## config.mk

```make
export PLATFORM = sky130hd
export DESIGN_NAME = cache_line_fill_flat
export DESIGN_NICKNAME = d
export VERILOG_FILES = /design/src/rtl/cache_pkg.sv /design/src/rtl/cache_line_fill_if.sv /design/src/rtl/fill_byte_packer.sv /design/src/rtl/cache_line_fill.sv /design/src/flat_wrapper.sv
export SDC_FILE = /design/constraint.sdc
export NUM_CORES = 1
export LEC_CHECK = 0
export BUFFER_PORTS_ARGS = -buffer_cell sky130_fd_sc_hd__buf_2
export CAP_MARGIN = 20
export CORE_MARGIN = 2
export CORE_UTILIZATION = 48
export CTS_CLUSTER_DIAMETER = 100
export DETAILED_ROUTE_END_ITERATION = 12
export PLACE_DENSITY = 0.87
export SLEW_MARGIN = 5
export SYNTH_ARGS = -nofsm -noshare
export SYNTH_HDL_FRONTEND = slang
export SYNTH_SLANG_ARGS = --single-unit
```

## constraint.sdc

```tcl
create_clock -name clk_i -period 3.05 [get_ports clk_i]
set_input_delay 0.61 -clock clk_i [delete_from_list [all_inputs] [get_ports clk_i]]
set_output_delay 0.61 -clock clk_i [all_outputs]
set_load 0.01 [all_outputs]
```

## src/rtl/cache_pkg.sv

```systemverilog
// Shared definitions for the cache line-fill block: fill FSM states and
// default data-RAM geometry with the derived line-index / word-offset widths.
package cache_pkg;

  localparam int CACHE_ADDR_W     = 10;
  localparam int CACHE_LINE_WORDS = 8;
  localparam int CACHE_OFF_W      = $clog2(CACHE_LINE_WORDS);
  localparam int CACHE_LINE_W     = CACHE_ADDR_W - CACHE_OFF_W;

  typedef enum logic [1:0] {
    ST_IDLE = 2'd0,
    ST_FILL = 2'd1,
    ST_DONE = 2'd2
  } fill_state_e;

endpackage

```

## src/rtl/cache_line_fill_if.sv

```systemverilog
// Bus bundle of the cache line-fill block: fill request, SPI byte stream,
// word read port and registered data-RAM port.
interface cache_line_fill_if
  import cache_pkg::*;
#(
  parameter int ADDR_W     = CACHE_ADDR_W,
  parameter int LINE_WORDS = CACHE_LINE_WORDS
);
  localparam int LINE_W = ADDR_W - $clog2(LINE_WORDS);

  logic              fill_req_i;
  logic [LINE_W-1:0] fill_line_i;
  logic              fill_ack_o;
  logic              fill_done_o;
  logic              byte_valid_i;
  logic [7:0]        byte_data_i;
  logic              byte_ready_o;
  logic              rd_req_i;
  logic [ADDR_W-1:0] rd_addr_i;
  logic              rd_gnt_o;
  logic              rd_valid_o;
  logic [31:0]       rd_data_o;
  logic              ram_en_o;
  logic [ADDR_W-1:0] ram_addr_o;
  logic [31:0]       ram_di_o;
  logic [3:0]        ram_we_o;
  logic [31:0]       ram_do_i;

  modport slave (
    input  fill_req_i, fill_line_i, byte_valid_i, byte_data_i, rd_req_i, rd_addr_i, ram_do_i,
    output fill_ack_o, fill_done_o, byte_ready_o, rd_gnt_o, rd_valid_o, rd_data_o,
           ram_en_o, ram_addr_o, ram_di_o, ram_we_o
  );

  modport master (
    output fill_req_i, fill_line_i, byte_valid_i, byte_data_i, rd_req_i, rd_addr_i, ram_do_i,
    input  fill_ack_o, fill_done_o, byte_ready_o, rd_gnt_o, rd_valid_o, rd_data_o,
           ram_en_o, ram_addr_o, ram_di_o, ram_we_o
  );

endinterface

```

## src/rtl/fill_byte_packer.sv

```systemverilog
// Assembles four accepted bytes into a 32-bit word and strobes on the fourth.
// Little-endian by default; CACHE_FILL_BSWAP_EN selects big-endian packing.
module fill_byte_packer (
  input  logic        clk_i,
  input  logic        rst_i,
  input  logic        clr_i,
  input  logic        byte_acc_i,
  input  logic [7:0]  byte_i,
  output logic [31:0] word_o,
  output logic        word_done_o
);

  logic [1:0]  byte_cnt_q;
  logic [31:0] sr_q;

  // word_o already includes the byte being accepted, so the final byte of a
  // word can be written to RAM on the very next edge.
`ifdef CACHE_FILL_BSWAP_EN
  assign word_o = {sr_q[23:0], byte_i};
`else
  assign word_o = {byte_i, sr_q[31:8]};
`endif

  assign word_done_o = byte_acc_i && (byte_cnt_q == 2'd3);

  always_ff @(posedge clk_i or posedge rst_i) begin
    if (rst_i) begin
      byte_cnt_q <= 2'd0;
    end else if (clr_i) begin
      byte_cnt_q <= 2'd0;
    end else if (byte_acc_i) begin
      byte_cnt_q <= byte_cnt_q + 2'd1;
    end
  end

  always_ff @(posedge clk_i) begin
    if (byte_acc_i) begin
      sr_q <= word_o;
    end
  end

endmodule

```

## src/rtl/cache_line_fill.sv

```systemverilog
// Cache line fill from an SPI byte stream into a data RAM, sharing the RAM
// port with a 2-cycle word read path. CACHE_FILL_BSWAP_EN: big-endian packing.
module cache_line_fill
  import cache_pkg::*;
#(
  parameter int LINE_WORDS = CACHE_LINE_WORDS,
  parameter int ADDR_W     = CACHE_ADDR_W
) (
  input  logic             clk_i,
  input  logic             rst_i,
  cache_line_fill_if.slave bus
);

  localparam int OFF_W  = $clog2(LINE_WORDS);
  localparam int LINE_W = ADDR_W - OFF_W;

  fill_state_e       state_q, state_d;
  logic [LINE_W-1:0] line_q;
  logic [OFF_W-1:0]  word_cnt_q;
  logic              fill_acc, rd_acc, byte_acc, word_done;
  logic [31:0]       word;

  logic              rd_vld_p1, rd_vld_p2, wr_vld_p1;
  logic              ram_en_q;
  logic [3:0]        ram_we_q;
  logic [ADDR_W-1:0] ram_addr_q;
  logic [31:0]       ram_di_q;

  always_ff @(posedge clk_i or posedge rst_i) begin
    if (rst_i) begin
      state_q <= ST_IDLE;
    end else begin
      state_q <= state_d;
    end
  end

  // Fill wins over a simultaneous read; the line completes one cycle after
  // its last word write has been issued.
  always_comb begin
    state_d  = state_q;
    fill_acc = 1'b0;
    rd_acc   = 1'b0;
    unique case (state_q)
      ST_IDLE: begin
        if (bus.fill_req_i) begin
          fill_acc = 1'b1;
          state_d  = ST_FILL;
        end else begin
          rd_acc = bus.rd_req_i;
        end
      end
      ST_FILL: begin
        if (wr_vld_p1 && (word_cnt_q == OFF_W'(LINE_WORDS - 1))) begin
          state_d = ST_DONE;
        end
      end
      ST_DONE: state_d = ST_IDLE;
      default: state_d = ST_IDLE;
    endcase
  end

  assign byte_acc         = (state_q == ST_FILL) && bus.byte_valid_i;
  assign bus.fill_ack_o   = fill_acc & ~rst_i;
  assign bus.rd_gnt_o     = rd_acc & ~rst_i;
  assign bus.byte_ready_o = (state_q == ST_FILL);
  assign bus.fill_done_o  = (state_q == ST_DONE);

  fill_byte_packer u_packer (
    .clk_i       (clk_i),
    .rst_i       (rst_i),
    .clr_i       (fill_acc),
    .byte_acc_i  (byte_acc),
    .byte_i      (bus.byte_data_i),
    .word_o      (word),
    .word_done_o (word_done)
  );

  always_ff @(posedge clk_i or posedge rst_i) begin
    if (rst_i) begin
      line_q     <= '0;
      word_cnt_q <= '0;
    end else if (fill_acc) begin
      line_q     <= bus.fill_line_i;
      word_cnt_q <= '0;
    end else if (wr_vld_p1) begin
      word_cnt_q <= word_cnt_q + OFF_W'(1);
    end
  end

  // p1: RAM access issued (read or write); p2: read data returned by the RAM
  always_ff @(posedge clk_i or posedge rst_i) begin
    if (rst_i) begin
      rd_vld_p1  <= 1'b0;
      rd_vld_p2  <= 1'b0;
      wr_vld_p1  <= 1'b0;
      ram_en_q   <= 1'b0;
      ram_we_q   <= 4'h0;
      ram_addr_q <= '0;
      ram_di_q   <= '0;
    end else begin
      rd_vld_p1 <= rd_acc;
      rd_vld_p2 <= rd_vld_p1;
      wr_vld_p1 <= word_done;
      ram_en_q  <= rd_acc | word_done;
      ram_we_q  <= word_done ? 4'hF : 4'h0;
      if (rd_acc) begin
        ram_addr_q <= bus.rd_addr_i;
      end else if (word_done) begin
        ram_addr_q <= {line_q, word_cnt_q};
        ram_di_q   <= word;
      end
    end
  end

  assign bus.ram_en_o   = ram_en_q;
  assign bus.ram_we_o   = ram_we_q;
  assign bus.ram_addr_o = ram_addr_q;
  assign bus.ram_di_o   = ram_di_q;
  assign bus.rd_valid_o = rd_vld_p2;
  assign bus.rd_data_o  = rd_vld_p2 ? bus.ram_do_i : 32'h0;

endmodule

```

## src/flat_wrapper.sv

```systemverilog
// flat-port wrapper written by rule: the top's interface ports become plain ports
module cache_line_fill_flat import cache_pkg::*;
#(
  parameter int LINE_WORDS = CACHE_LINE_WORDS,
  parameter int ADDR_W     = CACHE_ADDR_W
)
  (clk_i, rst_i, bus_fill_req_i, bus_fill_line_i, bus_byte_valid_i, bus_byte_data_i, bus_rd_req_i, bus_rd_addr_i, bus_ram_do_i, bus_fill_ack_o, bus_fill_done_o, bus_byte_ready_o, bus_rd_gnt_o, bus_rd_valid_o, bus_rd_data_o, bus_ram_en_o, bus_ram_addr_o, bus_ram_di_o, bus_ram_we_o);
  cache_line_fill_if #(.ADDR_W(ADDR_W), .LINE_WORDS(LINE_WORDS)) bus_i ();
  input  logic clk_i;
  input  logic rst_i;
  input wire logic [$bits(bus_i.fill_req_i)-1:0] bus_fill_req_i;
  input wire logic [$bits(bus_i.fill_line_i)-1:0] bus_fill_line_i;
  input wire logic [$bits(bus_i.byte_valid_i)-1:0] bus_byte_valid_i;
  input wire logic [$bits(bus_i.byte_data_i)-1:0] bus_byte_data_i;
  input wire logic [$bits(bus_i.rd_req_i)-1:0] bus_rd_req_i;
  input wire logic [$bits(bus_i.rd_addr_i)-1:0] bus_rd_addr_i;
  input wire logic [$bits(bus_i.ram_do_i)-1:0] bus_ram_do_i;
  output wire logic [$bits(bus_i.fill_ack_o)-1:0] bus_fill_ack_o;
  output wire logic [$bits(bus_i.fill_done_o)-1:0] bus_fill_done_o;
  output wire logic [$bits(bus_i.byte_ready_o)-1:0] bus_byte_ready_o;
  output wire logic [$bits(bus_i.rd_gnt_o)-1:0] bus_rd_gnt_o;
  output wire logic [$bits(bus_i.rd_valid_o)-1:0] bus_rd_valid_o;
  output wire logic [$bits(bus_i.rd_data_o)-1:0] bus_rd_data_o;
  output wire logic [$bits(bus_i.ram_en_o)-1:0] bus_ram_en_o;
  output wire logic [$bits(bus_i.ram_addr_o)-1:0] bus_ram_addr_o;
  output wire logic [$bits(bus_i.ram_di_o)-1:0] bus_ram_di_o;
  output wire logic [$bits(bus_i.ram_we_o)-1:0] bus_ram_we_o;
  assign bus_i.fill_req_i = bus_fill_req_i;
  assign bus_i.fill_line_i = bus_fill_line_i;
  assign bus_i.byte_valid_i = bus_byte_valid_i;
  assign bus_i.byte_data_i = bus_byte_data_i;
  assign bus_i.rd_req_i = bus_rd_req_i;
  assign bus_i.rd_addr_i = bus_rd_addr_i;
  assign bus_i.ram_do_i = bus_ram_do_i;
  assign bus_fill_ack_o = bus_i.fill_ack_o;
  assign bus_fill_done_o = bus_i.fill_done_o;
  assign bus_byte_ready_o = bus_i.byte_ready_o;
  assign bus_rd_gnt_o = bus_i.rd_gnt_o;
  assign bus_rd_valid_o = bus_i.rd_valid_o;
  assign bus_rd_data_o = bus_i.rd_data_o;
  assign bus_ram_en_o = bus_i.ram_en_o;
  assign bus_ram_addr_o = bus_i.ram_addr_o;
  assign bus_ram_di_o = bus_i.ram_di_o;
  assign bus_ram_we_o = bus_i.ram_we_o;
  cache_line_fill #(.LINE_WORDS(LINE_WORDS), .ADDR_W(ADDR_W)) u_core (.clk_i(clk_i), .rst_i(rst_i), .bus(bus_i));
endmodule
```

==> run summary <==
first-pass GRT wire length = 10.8 mm
Crit Path Class = reg -> out
Leak Pwr = 0.00238 µW
syn_nets = 295
Seq/Total Area, Yosys = 0.640
Final Skew = 0.00948 ns
clk sinks = 84
DRT iter0 DRCs = 100
R2R setup slack = 1.25 ns
Finished Cell Area = 4460 µm²
crit-path cells = and2_1 > buf_2
total global-route track usage = 0.185
r2r startpoint = u_core.state_q[1]
Distinct cells, synth = 26
Routed WL = 7.47 mm
Reg2Reg Capture Point = u_core.u_packer.sr_q[29]
yosys warns = 0
Worst VDD drop = 365 µV
slowest stage delay, CP = 0.76 ns
Mapped Avg Cell Area = 15.1 µm²
post-route antenna net violation count = 0
# fillers = 600
htree depth = 3
initial antenna violation count = 0
critical path's slowest cell = dfrtp_1
die area = 7930 µm²
routed vias/inst = 4.80
Worst Path Max Fanout = 33
CP top delay family = flip-flops
cells after synthesis = 230
Hold Fails Final Rpt = 0
hold-fix buffers at CTS = 0
latest clock arrival within the worst-skew pair = 0.35 ns
area grow syn2layout = 28.4%
Post-CTS Setup Inserts = 0
initial core utilization = 0.487
Sequential cell area = 2220 µm²
Pre-antenna DRT Iters = 4
GP Congestion = 0.698
Data arrival, critical path = 1.47 ns
CTS Buf Count = 9
Yosys top cell area share = 0.432
die width = 89.1 µm
multi-input logic area = 1130 µm²
crit end category = output port
CTS resizes = 0
TritonCTS clock tree = yes
Post-Syn Area = 3470 µm²
mean routed wirelength per cell = 15.6 µm
final setup fails = 0
vias in the first global route = 2157
Max Freq = 482 MHz
Hold WC Path Type = reg -> reg
power per cell area = 888 nW/µm²
Critical Path RT = 2.44 ns
Slew Viols, Final = 0
Root Driver = clkbuf_8
worst hold margin = 0.361 ns
I/O Buffers = 145
Min-Delay Endpoint = u_core.bus.rd_valid_o
Hold Crit Depth = 0
share of cells above drive strength 1 = 0.546
largest net degree at the start of global routing = 61
Slew headroom = 0.396
worst r2r path cells = 2
Ports = 146
period utilisation layout = 0.681
top cells by area in the synthesized netlist = dfrtp_1, edfxtp_1, mux2_4
Synth area leader = dfrtp_1
Net count, final = 441
status = completed
Setup crit start kind = register
clock-pin slew on the worst setup and hold paths = 0.10 ns
Buffers & Inverters on Critical Path = 1
final core occ = 0.624
DP HPWL = 5.46 mm
DP Worst Slack = 1.13 ns
minimum clock period = 2.08 ns
diode count = 0
Core Area = 7140 µm²
Clock Tree Buf Depth = 2
DRC = 0
post-placement cell area = 4260 µm²
hold_sp = u_core.rd_vld_p1
setup TNS = 0 ns
height of the chip = 89.1 µm
max cap viols = 0
Final WS setup = 0.974 ns
Std-Cell Rows = 31
worst slew pin tran = 0.905 ns
FF+latch count, synth = 84
GR Overflow Total = 0
Vias = 2302
RSZ-0062 raised after global routing = false
[how the worst max path moves through the flow]
stage / slack, ns / to / startpoint / cells past startpoint
2_1_floorplan: 0.25 / bus_fill_ack_o / rst_i / 2
3_3_place_gp: 1.16 / u_core.u_packer.sr_q[25] / bus_byte_valid_i / 3
3_5_place_dp: 1.13 / u_core.u_packer.sr_q[29] / bus_byte_valid_i / 3
4_1_cts: 0.93 / bus_rd_data_o[25] / u_core.bus.rd_valid_o / 2
5_1_grt: 0.83 / bus_rd_data_o[25] / u_core.bus.rd_valid_o / 2
6_report: 0.97 / bus_rd_data_o[25] / u_core.bus.rd_valid_o / 2
[power breakdown]
part	internal [µW]	switching, µW	total, µW
Sequential	1610	263	1880
Clock	326	453	778
Combinational	718	585	1300
Total	2660	1300	3960
[state kept, by name (all words and copies together) (netlist names)]
name                        count
u_core.bus.ram_di_o            32
u_core.u_packer.sr_q           24
u_core.u_packer.byte_cnt_q      2
u_core.bus.rd_valid_o           1
u_core.bus.ram_addr_o          10
u_core.bus.ram_we_o             1
u_core.rd_vld_p1                1
u_core.state_q                  2
u_core.bus.ram_en_o             1
u_core.word_cnt_q               3
u_core.line_q                   7
[Yosys cell counts, drive strengths merged]
library cell	n
a21oi	1
ha	3
nor2	5
nor3b	1
nand3b	1
and2	33
xnor2	1
mux2i	12
nor2b	2
buf	12
edfxtp	24
and3	1
nand2	13
nand4b	1
inv	4
clkbuf	3
nand3	1
o21ai	10
nor4b	1
dfrtp	60
a21o	1
mux2	39
xor2	1
[layout make-up]
cell class              instances  area share
multi-input cells             127       0.254
well taps                      99      0.0278
flip-flops and latches         84       0.499
clock inverters                 7      0.0171
repair buffers                150       0.171
clock buffers                   9      0.0278
inverters                       4     0.00337
[per-layer routing]
metal,vias up,track usage,wire [µm]
li1,1077,-,-
met5,-,0,0
met2,97,0.334,3880
met3,8,0.0452,520
met1,1120,0.214,2970
met4,0,0.0638,99
[metrics by stage]
step / cells / power, µW
floorplan: 230 / 2700
global placement: 464 / 3130
detailed placement: 464 / 3210
CTS: 480 / 4000
global route: 480 / 4190
finish: 480 / 3960
[worst reg2reg max path, stage by stage, from the launching register on]
cell and delay (ns):
dfrtp_1 0.48, nand3b_1 0.25, inv_1 0.70
[kinds of logic after synthesis]
family,synth area share
compound gates,0.0180
xor+xnor,0.00505
fa+ha+maj,0.0108
buf+inv,0.0364
flops,0.640
mux,0.191
simple gates,0.0984
[layout by cell type, fill, tap and decap left out, drive strengths merged]
master / Yosys / layout
clkinv: 0 / 3
and3: 1 / 1
mux2i: 12 / 12
mux2: 39 / 39
nand3b: 1 / 1
a21oi: 1 / 1
edfxtp: 24 / 24
nand4b: 1 / 1
o21ai: 10 / 10
xor2: 1 / 1
nand3: 1 / 1
a21o: 1 / 1
buf: 12 / 150
xnor2: 1 / 1
nand2: 13 / 13
ha: 3 / 3
nor2b: 2 / 2
inv: 4 / 8
nor4b: 1 / 1
clkbuf: 3 / 9
dfrtp: 60 / 60
nor2: 5 / 5
nor3b: 1 / 1
and2: 33 / 33
Power figures use the tool's default switching activity.
